File: src/rtl/parking_exit_ctrl.sv
// parking_exit_ctrl: exit barrier FSM with ticket check, retry lockout and lot occupancy counting.
module parking_exit_ctrl #(
    parameter int         CAPACITY  = 8,
    parameter int         TIMEOUT   = 16,
    parameter logic [1:0] PASS_CODE = 2'b10,
    parameter int         MAX_RETRY = 3
) (
    input  logic       clk,
    input  logic       reset,
    input  logic       exit_sensor,
    input  logic       gate_clear,
    input  logic [1:0] ticket,
    input  logic       ticket_valid,
    input  logic       entry_done,
    input  logic       attendant_clr,
    output logic       GREEN_LED,
    output logic       RED_LED,
    output logic       gate_open,
    output logic       alarm,
    output logic [3:0] occupancy,
    output logic       lot_full,
    output logic       lot_empty
);
    localparam int WW = $clog2(TIMEOUT + 1);
    localparam int RW = $clog2(MAX_RETRY + 1);
    localparam logic [2:0] IDLE        = 3'd0;
    localparam logic [2:0] WAIT_TICKET = 3'd1;
    localparam logic [2:0] OPEN        = 3'd2;
    localparam logic [2:0] DENIED      = 3'd3;
    localparam logic [2:0] LOCKOUT     = 3'd4;

    logic [2:0]    state_q, state_d;
    logic [WW-1:0] wait_q, wait_d;
    logic [RW-1:0] retry_q, retry_d;
    logic          blink_q, blink_d;
    logic [3:0]    occ_q, occ_d;
    logic          dec;

    always_comb begin
        state_d = state_q;
        wait_d  = '0;
        retry_d = retry_q;
        blink_d = 1'b0;
        case (state_q)
            IDLE: if (exit_sensor && occ_q != 4'd0) state_d = WAIT_TICKET;
            WAIT_TICKET, DENIED: begin
                wait_d = wait_q + 1'b1;
                if (ticket_valid) begin
                    if (ticket == PASS_CODE) begin
                        state_d = OPEN;
                        retry_d = '0;
                    end else begin
                        retry_d = retry_q + 1'b1;
                        state_d = (retry_d == RW'(MAX_RETRY)) ? LOCKOUT : DENIED;
                        wait_d  = '0;
                        blink_d = (retry_d != RW'(MAX_RETRY));
                    end
                end else if (wait_q == WW'(TIMEOUT - 1)) begin
                    // first timeout demotes to DENIED, second abandons the transaction
                    state_d = (state_q == WAIT_TICKET) ? DENIED : IDLE;
                    retry_d = (state_q == WAIT_TICKET) ? retry_q : '0;
                    wait_d  = '0;
                    blink_d = (state_q == WAIT_TICKET);
                end else begin
                    blink_d = (state_q == DENIED) ? ~blink_q : 1'b0;
                end
            end
            OPEN: if (gate_clear) state_d = IDLE;
            LOCKOUT: if (attendant_clr) begin
                state_d = IDLE;
                retry_d = '0;
            end
            default: state_d = IDLE;
        endcase
    end

    // a simultaneous entry and exit cancel out, even when the lot is full
    assign dec   = (state_q == OPEN) && gate_clear;
    assign occ_d = (entry_done && dec) ? occ_q :
                   dec ? occ_q - 4'd1 :
                   (entry_done && occ_q != 4'(CAPACITY)) ? occ_q + 4'd1 : occ_q;

    always_ff @(posedge clk) begin
        if (reset) begin
            state_q <= IDLE;
            wait_q  <= '0;
            retry_q <= '0;
            blink_q <= 1'b0;
            occ_q   <= 4'd0;
        end else begin
            state_q <= state_d;
            wait_q  <= wait_d;
            retry_q <= retry_d;
            blink_q <= blink_d;
            occ_q   <= occ_d;
        end
    end

    assign GREEN_LED = (state_q == OPEN);
    assign gate_open = (state_q == OPEN);
    assign alarm     = (state_q == LOCKOUT);
    assign RED_LED   = (state_q == WAIT_TICKET) || (state_q == LOCKOUT) ||
                       ((state_q == DENIED) && blink_q);
    assign occupancy = occ_q;
    assign lot_full  = (occ_q == 4'(CAPACITY));
    assign lot_empty = (occ_q == 4'd0);
endmodule
File: config.mk
export PLATFORM = sky130hd
export DESIGN_NAME = parking_exit_ctrl
export DESIGN_NICKNAME = d
export VERILOG_FILES = /design/src/rtl/parking_exit_ctrl.sv
export SDC_FILE = /design/constraint.sdc
export NUM_CORES = 1
export LEC_CHECK = 0
export ABC_CLOCK_PERIOD_IN_PS = 1600
export BUFFER_PORTS_ARGS = -buffer_cell sky130_fd_sc_hd__buf_2
export CORE_UTILIZATION = 48
export CTS_CLUSTER_DIAMETER = 40
export DETAILED_ROUTE_END_ITERATION = 7
export PLACE_DENSITY = 0.74
export SLEW_MARGIN = 20
export SYNTH_ARGS = -nofsm -noshare
export SYNTH_HDL_FRONTEND = slang
export SYNTH_SLANG_ARGS = --single-unit
File: constraint.sdc
create_clock -name clk -period 1.6 [get_ports clk]
set_clock_uncertainty 0.05 [all_clocks]
set_input_delay 0.32 -clock clk [delete_from_list [all_inputs] [get_ports clk]]
set_output_delay 0.32 -clock clk [all_outputs]
set_load 0.005 [all_outputs]
Word level (Yosys, flattened, before mapping)
Cells that the tools add are included.
- word-level logic and storage cells: 68
- memories: 0
- ROM bits: 0
- output and inout port bits: 10
- latch bits: 0
- register bits: 15
- input bits: 9
- bits in writable memories: 0
- shift-type cells: 0
- add/sub/neg operators: 4
- $mul: 0
- div/mod/pow operators: 0
- reduce and logical (&&, ||, !) cells: 17
- equality and inequality tests: 15
- bitwise logic cells: 3
- multiplexer cells: 24
- magnitude comparators: 0
- operators with widths (operator ; count):
    3-bit two-way mux ; 7
    5-bit two-way mux ; 3
    2-bit two-way mux ; 6
    3-bit one-hot mux with 4 select lines ; 1
    4-bit two-way mux ; 2
    2-bit != test (second input constant) ; 4
    4-bit AND reduction ; 2
    3-bit by 2-bit equality test with 1-bit output (second input constant) ; 2
    3-bit != test (second input constant) ; 2
    5-bit by 1-bit adder with 5-bit output (second input constant) ; 1
    5-bit by 4-bit equality test with 1-bit output (second input constant) ; 1
    1-bit logical AND ; 5
    4-bit by 1-bit adder with 4-bit output (second input constant) ; 1
    2-bit equality test (second input constant) ; 2
    4-bit equality test (second input constant) ; 1
    4-bit zero test ; 1
    1-bit two-way mux ; 4
    4-bit != test (second input constant) ; 1
    2-bit one-hot mux with 2 select lines ; 1
    2-bit nonzero test ; 2
    4-bit nonzero test ; 1
    2-bit OR reduction ; 2
    4-bit by 1-bit subtractor with 4-bit output (second input constant) ; 1
    3-bit by 1-bit equality test with 1-bit output (second input constant) ; 1
    6 further kinds ; 9

Logic depth before layout (Yosys ltp)
Gate-level depths: netlist (run 1).
- depth after elaboration: 6
- depth in mapped cells: 7
- mapped depth without buffers: 7

Least setup slack after synthesis (run 1)
No wires, ideal clock.
- path kind: flip-flop to flip-flop
- from: reg state_q[2]
- to: reg occ_q[2], in the netlist occupancy[2]
- library setup time: 0.121 ns
- data required time: 1.429 ns
- clock period less this slack: 1.751 ns
- arrival time: 1.580 ns
- setup slack: -0.151 ns
- stages on the path, launching flop included: 8
- buffers on the path: 1
- path through: dfxtp_1 -> buf_6 -> and4bb_1 -> xor2_1 -> ha_1 -> nor2_1 -> a32oi_1 -> mux2_2
- longest elaborated chain between the ends: 5
- elaborated cells between the ends (all ways): 7
- those cells by class: eq/ne: 1; mux: 1; bitwise: 1; reduce/logical: 4
- RTL lines (item ; RTL line ; RTL):
    start: declaration ; 32 ; logic [2:0] state_q, state_d;
    start signal: assignment ; 91 ; state_q <= state_d;
    3-bit by 2-bit equality test with 1-bit output * ; 78 ; assign dec = (state_q == OPEN) && gate_clear;
    1-bit logical AND * ; 78 ;
    1-bit logical AND ; 79 ; assign occ_d = (entry_done && dec) ? occ_q :
    1-bit inverter (no source line) ; -- ;
    2-bit AND reduction (no source line) ; -- ;
    end signal: assignment ; 89 ; occ_q <= 4'd0;
    end signal: assignment ; 95 ; occ_q <= occ_d;
    end: declaration ; 36 ; logic [3:0] occ_q, occ_d;
Every way passes the cells marked *; elsewhere a longest branch is shown, timed or not.
A chain may end at the register's enable or synchronous reset.

Worst setup path in the final report (run 1)
- from: reg state_q[0]
- to: reg occ_q[2], in the netlist occupancy[2]
The elaborated chain is that of the path after synthesis.

==> flow_summary.yaml, run 1 <==
floorplan:
  initial_core_util_pct: 53.0
  die_area_um2: 2150
  core_um2: 1780
  fp.dieW_um: 46.4
  die_h_um: 46.4
  rows: 15
  io_pins: 19
global_routing:
  antenna_found_initial: 0
  grt_max_degree: 16
  gr-total-overflow: 0
  grt_first_pass_wirelength_mm: 3.41
  grt_usage_pct: 23.1
  grt_pass1_vias: 850
routing:
  drt-vias-per-instance: 5.61
  postRouteAntennaNets: 0
  drc_errors: 0
  wl_mm: 2.35
  drt_iter0_markers: 15
  drt-pass1-iter-count: 4
  drt-wirelength-per-cell_um: 14.4
  vias: 914
run_status:
  violations: "negative setup slack"
  status: "finished with violations"
power_and_ir_drop:
  p_int_w: 0.000598
  netSwitchingPower_w: 0.000283
  combPwrFrac_pct: 26.0
  finalPower_w: 0.000881
  p_seq_share_pct: 47.2
  powerDensity_nw_per_um2: 671
  leakagePower_nw: 0.536
  switching_share_pct: 32.1
  power_frac_clock_pct: 26.8
  ir_drop_v: 0.000589
synthesis:
  yosysWarningCount: 0
  seq_area_frac_synth_pct: 31.8
  synth-main-ff-cell: "dfxtp_1"
  synth-edff-count: 0
  synthCells: 110
  syn-cell-area_um2: 945
  ys_types: 39
  synth.net_count: 124
  synth_seq_cells: 15
  synth_async_sr_flop_share_pct: 0
  avgSynthCellArea_um2: 8.59
placement:
  gp_congestion: 0.824
  dp_hpwl_mm: 1.47
  place_area_um2: 1120
  port_buffers: 18
hold_path:
  hold_class: "primary input to register"
  min_from: "entry_done"
timing:
  worst_slack_ps: -97.4
  whs_ps: 297
  rsz0062_at_grt: "true"
  final_hold_viol_count: 0
  slew_headroom_pct: 57.6
  min_period_ps: 1700
  finalSetupViolCount: 7
  fin_crit_sh_pct: 106
  fmax_ghz: 0.589
  drv_slew: 0
  worst_pin_slew_ps: 626
clock_network:
  clock-sinks: 15
  clk_path_buf_depth: 2
  cts_made_buffers: 3
  cts_tree: "done"
  clk_pin_slew_worst_paths_ps: 90
  cts_max_level: 1
  clock_latency_ps: 300
  root_buffer: "clkbuf_4"
  postCtsHoldBufs: 0
setup_path:
  slowest_stage: "mux2_2"
  worstPathArrival_ps: 1840
  crit_start: "state_q[0]$_SDFFE_PP0P_"
  cp-end-kind: "register"
  crit_type: "register to register"
  cp_num_buf_inv: 0
  critical-path-top-delay-family: "multiplexers"
  cp_max_fo: 2
  slowest_delay_ps: 350
  required_ps: 1750
  cp_cell_sequence: "and4bb_1, xor2_1, ha_2, nor2_2, a32oi_1, mux2_2"
  r2r_start: "state_q[0]$_SDFFE_PP0P_"
  start_kind: "register"
finish:
  nets: 153
  final_common_cell: "buf_2"
  fin_area_um2: 1310
  drive_above_1_share_pct: 48.6
  area_growth_syn_to_layout_pct: 39.1
  n_antenna_cell: 0
  layout_common_cells: "18 x buf_2, 10 x nor2_1, 9 x buf_4"
flow_run:
  maxCapViolCount: 0
## cells by family (layout without fill, tap and decap cells)
| group | Yosys count | in the layout | synth area share, % |
|---|---|---|---|
| simple gates | 48 | 48 | 30.1 |
| compound gates | 18 | 18 | 13.2 |
| flops | 15 | 15 | 31.8 |
| buf+inv | 14 | 42 | 7.68 |
| mux | 7 | 7 | 7.81 |
| fa+ha+maj | 5 | 5 | 6.62 |
| xor+xnor | 3 | 3 | 2.78 |
## cell usage after synthesis, drive strengths merged, types with 2 or more instances
cell type | n | share of area (%)
a21oi | 5 | 2.6
a311oi | 2 | 1.9
a31oi | 2 | 1.3
and3 | 3 | 2.0
buf | 5 | 4.1
dfxtp | 15 | 32
ha | 5 | 6.6
inv | 8 | 3.2
mux2 | 3 | 3.6
mux2i | 4 | 4.2
nand2 | 3 | 1.2
nand2b | 3 | 2.0
nand3 | 2 | 1.1
nor2 | 14 | 5.6
nor2b | 7 | 5.7
nor3 | 6 | 3.2
nor3b | 2 | 2.1
nor4b | 4 | 3.7
o21ai | 2 | 1.1
xor2 | 2 | 1.9
## power groups by stage
| stage | registers, W | logic, W | clock network [W] |
|---|---|---|---|
| detailed placement | 0.000414 | 0.000181 | 0 |
| floorplan | 0.000411 | 0.000123 | 0 |
| finish | 0.000416 | 0.000229 | 0.000236 |
| global placement | 0.000413 | 0.000176 | 0 |
| global route | 0.000418 | 0.000249 | 0.000259 |
| CTS | 0.000407 | 0.000196 | 0.000243 |
## stage by stage
| step | std cells | setup WS [ps] | utilization [%] | setup TNS (ps) |
|---|---|---|---|---|
| 6_report | 163 | -97.4 | 73.7 | -482 |
| 5_1_grt | 163 | -209 | 73.7 | -1140 |
| 4_1_cts | 162 | -87.6 | 68.8 | -279 |
| 3_5_place_dp | 156 | -120 | 62.7 | -386 |
| 3_3_place_gp | 156 | -79.0 | 62.7 | -129 |
| 2_1_floorplan | 110 | -151 | - | -151 |
## worst min-delay path, stage by stage
cell and delay [ps]:
buf_2 110, nor2b_4 50, nand2_1 60, a31oi_1 70
## area by class of cell
class / count / area, um2
Clock buffer: 3 / 22.5
Clock inverter: 1 / 7.51
Fill cell: 125 / 469
Inverter: 8 / 30.0
Multi-Input combinational cell: 81 / 722
Sequential cell: 15 / 309
Tap cell: 25 / 31.3
Timing Repair Buffer: 30 / 191
## worst paths after layout
kind	end	slack [ps]	depth (start not counted)
setup / recovery	occupancy[2]$_SDFFE_PP0P_	-100	6
hold / removal	occupancy[1]$_SDFFE_PP0P_	300	4
setup reg to reg	occupancy[2]$_SDFFE_PP0P_	-100	6
hold reg to reg	retry_q[1]$_SDFFE_PP0P_	470	2
## layer usage
metal / global-route usage [%] / part of all wire [%]
met4: 11.2 / 4.1
met2: 39.2 / 49
met3: 7.06 / 4.9
met5: 0 / 0
met1: 25.7 / 42
## registers in the layout (all words and copies together) (netlist names)
name and cells:
wait_q 5, occupancy 4, state_q 3, retry_q 2, blink_q 1
## repair_timing
| item | in CTS | in global routing |
|---|---|---|
| resized for setup | 15 | 19 |
| pin swaps | 7 | 10 |
| setup buffers | 2 | 1 |
| setup endpoints to repair | 15 | 15 |
Note: power is estimated with default switching activity, not from simulation.
==> inputs of run 2 (changes only) <==
--- a/config.mk
+++ b/config.mk
@@ -9,2 +9,3 @@
 export BUFFER_PORTS_ARGS = -buffer_cell sky130_fd_sc_hd__buf_2
+export CORE_ASPECT_RATIO = 1.1
 export CORE_UTILIZATION = 48
==> constraint.sdc (replaced) <==
create_clock -name clk -period 1.6 [get_ports clk]
set_clock_uncertainty 0.05 [all_clocks]
set_input_delay 0.16 -clock clk [delete_from_list [all_inputs] [get_ports clk]]
set_output_delay 0.16 -clock clk [all_outputs]
set_load 0.005 [all_outputs]
==> run 2 against run 1 <==
- the flow still finishes with violations (negative setup slack)
- via count shrank 3.0%
- sequential power shrank 2%
- sequential share of layout area grew 1.1 points
- fmax grew 0.37%
- power shrank 6.3%
- routed wire length shrank 11%
- final cell count shrank 1.2%
- worst hold slack lost 120 ps
- utilization shrank 6.2 points
- critical path depth is the same
- die area is essentially flat
- final area shrank 6.5%
- largest power group unchanged
==> flow_summary.yaml, run 2 (synthesized netlist as in run 1, its figures left out) <==
run_status:
  status: "finished with violations"
  violations: "negative setup slack"
finish:
  final_common_cell: "buf_2"
  nets: 149
  layout_common_cells: "18 x buf_2, 13 x dfxtp_1, 11 x nor2_1"
  largest_register_ffs: 5
  top_register: "wait_q"
  area_growth_syn_to_layout_pct: 30.1
  n_fill_cell: 158
  instances_no_fill: 161
  n_antenna_cell: 0
  drive_above_1_share_pct: 39.6
setup_path:
  crit_type: "register to register"
  ff2ff_path_depth: 6
  worstPathArrival_ps: 1820
  r2r_start: "state_q[2]$_SDFFE_PP0P_"
  start_kind: "register"
  cp-end-kind: "register"
  cp_max_fo: 2
  rr_endpoint: "occupancy[2]$_SDFFE_PP0P_"
  required_ps: 1730
  rrSetupSlack_ps: -90
clock_network:
  root_buffer: "clkbuf_4"
  postCtsHoldBufs: 0
  clk_pin_slew_worst_paths_ps: 90
  clock_latency_ps: 290
  clk_path_buf_depth: 2
  clock-sinks: 15
  cts_made_buffers: 3
  cts_max_level: 1
  cts_tree: "done"
hold_path:
  min_path_cells: 4
  min_to: "occupancy[1]$_SDFFE_PP0P_"
  hold_class: "primary input to register"
  min_from: "entry_done"
routing:
  vias: 887
  drt-pass1-iter-count: 4
  drt-vias-per-instance: 5.51
  drt_iter0_markers: 20
  wl_mm: 2.09
  drt-wirelength-per-cell_um: 13.0
  drc_errors: 0
  postRouteAntennaNets: 0
global_routing:
  antenna_found_initial: 0
  grt_pass1_vias: 868
  met2_usage_pct: 35.0
  grt_max_degree: 16
  grt_usage_pct: 21.8
  grt_busiest_layer: "met2"
  gr-usage-met1_pct: 29.0
  use_met3_pct: 2.24
  grt_first_pass_wirelength_mm: 3.64
  gr-total-overflow: 0
placement:
  dp.cells: 155
  dp_hpwl_mm: 1.48
  gp_congestion: 0.856
  port_buffers: 18
timing:
  worst_pin_slew_ps: 421
  worst_slack_ps: -91.2
  whs_ps: 177
  min_period_ps: 1690
  slew_headroom_pct: 71.9
  drv_slew: 0
  fmax_ghz: 0.591
  fin_crit_sh_pct: 106
  finalSetupViolCount: 3
  final_hold_viol_count: 0
  rsz0062_at_grt: "true"
floorplan:
  rows: 16
  io_pins: 19
  die_h_um: 48.5
  die_area_um2: 2150
  initial_core_util_pct: 51.9
  core_um2: 1820
  fp.dieW_um: 44.3
flow_run:
  maxCapViolCount: 0
power_and_ir_drop:
  leakagePower_nw: 0.506
  powerDensity_nw_per_um2: 672
  finalPower_w: 0.000826
  ir_drop_v: 0.000477
[run 2: metal layers]
layer	wire length, um	share of wire [%]	up-vias
met5	0	0	-
met4	55	2.6	0
met3	60	2.9	9
met2	1020	49	19
met1	949	45	418
li1	-	-	441
[run 2: through the flow]
stage	area, um2	utilization, %	setup WS, ps	TNS, ps
finish	1230	67.4	-91.2	-103
global route	1230	67.4	-194	-642
CTS	1160	63.6	-98.4	-100
detailed placement	1100	60.3	-67.6	-281
global placement	1100	60.3	-37.2	-106
floorplan	972	-	-151	-151
[run 2: where the power goes]
group          switching, W  internal (W)  total (W)
combinational      0.000104     0.0000956   0.000199
clock              0.000122     0.0000970   0.000219
sequential        0.0000184      0.000389   0.000408
total              0.000244      0.000582   0.000826
[run 2: layout make-up]
type,instances,area [um2],area share [%]
Clock buffer,4,26.3,2.14
Multi-Input combinational cell,81,686,55.8
Inverter,8,30.0,2.44
Timing Repair Buffer,26,150,12.2
Tap cell,27,33.8,2.75
Sequential cell,15,303,24.6
[run 2: worst max path at each step]
| stage | slack (ps) | to | from |
|---|---|---|---|
| 3_5_place_dp | -70 | occupancy[2]$_SDFFE_PP0P_ | state_q[2]$_SDFFE_PP0P_ |
| 5_1_grt | -190 | occupancy[2]$_SDFFE_PP0P_ | state_q[2]$_SDFFE_PP0P_ |
| 3_3_place_gp | -40 | state_q[1]$_SDFFE_PP0P_ | wait_q[0]$_SDFF_PP0_ |
| 4_1_cts | -100 | occupancy[2]$_SDFFE_PP0P_ | state_q[2]$_SDFFE_PP0P_ |
| 6_report | -90 | occupancy[2]$_SDFFE_PP0P_ | state_q[2]$_SDFFE_PP0P_ |
| 2_1_floorplan | -150 | occupancy[2]$_SDFFE_PP0P_ | state_q[2]$_SDFFE_PP0P_ |
[run 2: critical path, cell delays in order (launching register included)]
cell      delay (ps)
dfxtp_1          310
and4bb_1         300
xor2_1           160
ha_1             190
nor2_1            50
a32oi_1          170
mux2_2           350
[run 2: what timing repair did]
item / in CTS / in global routing
endpoints found under the setup margin: 9 / 13
cloned: 0 / 0
gates resized for setup: 7 / 12
pin swaps: 5 / 2
buffers inserted: 0 / 2
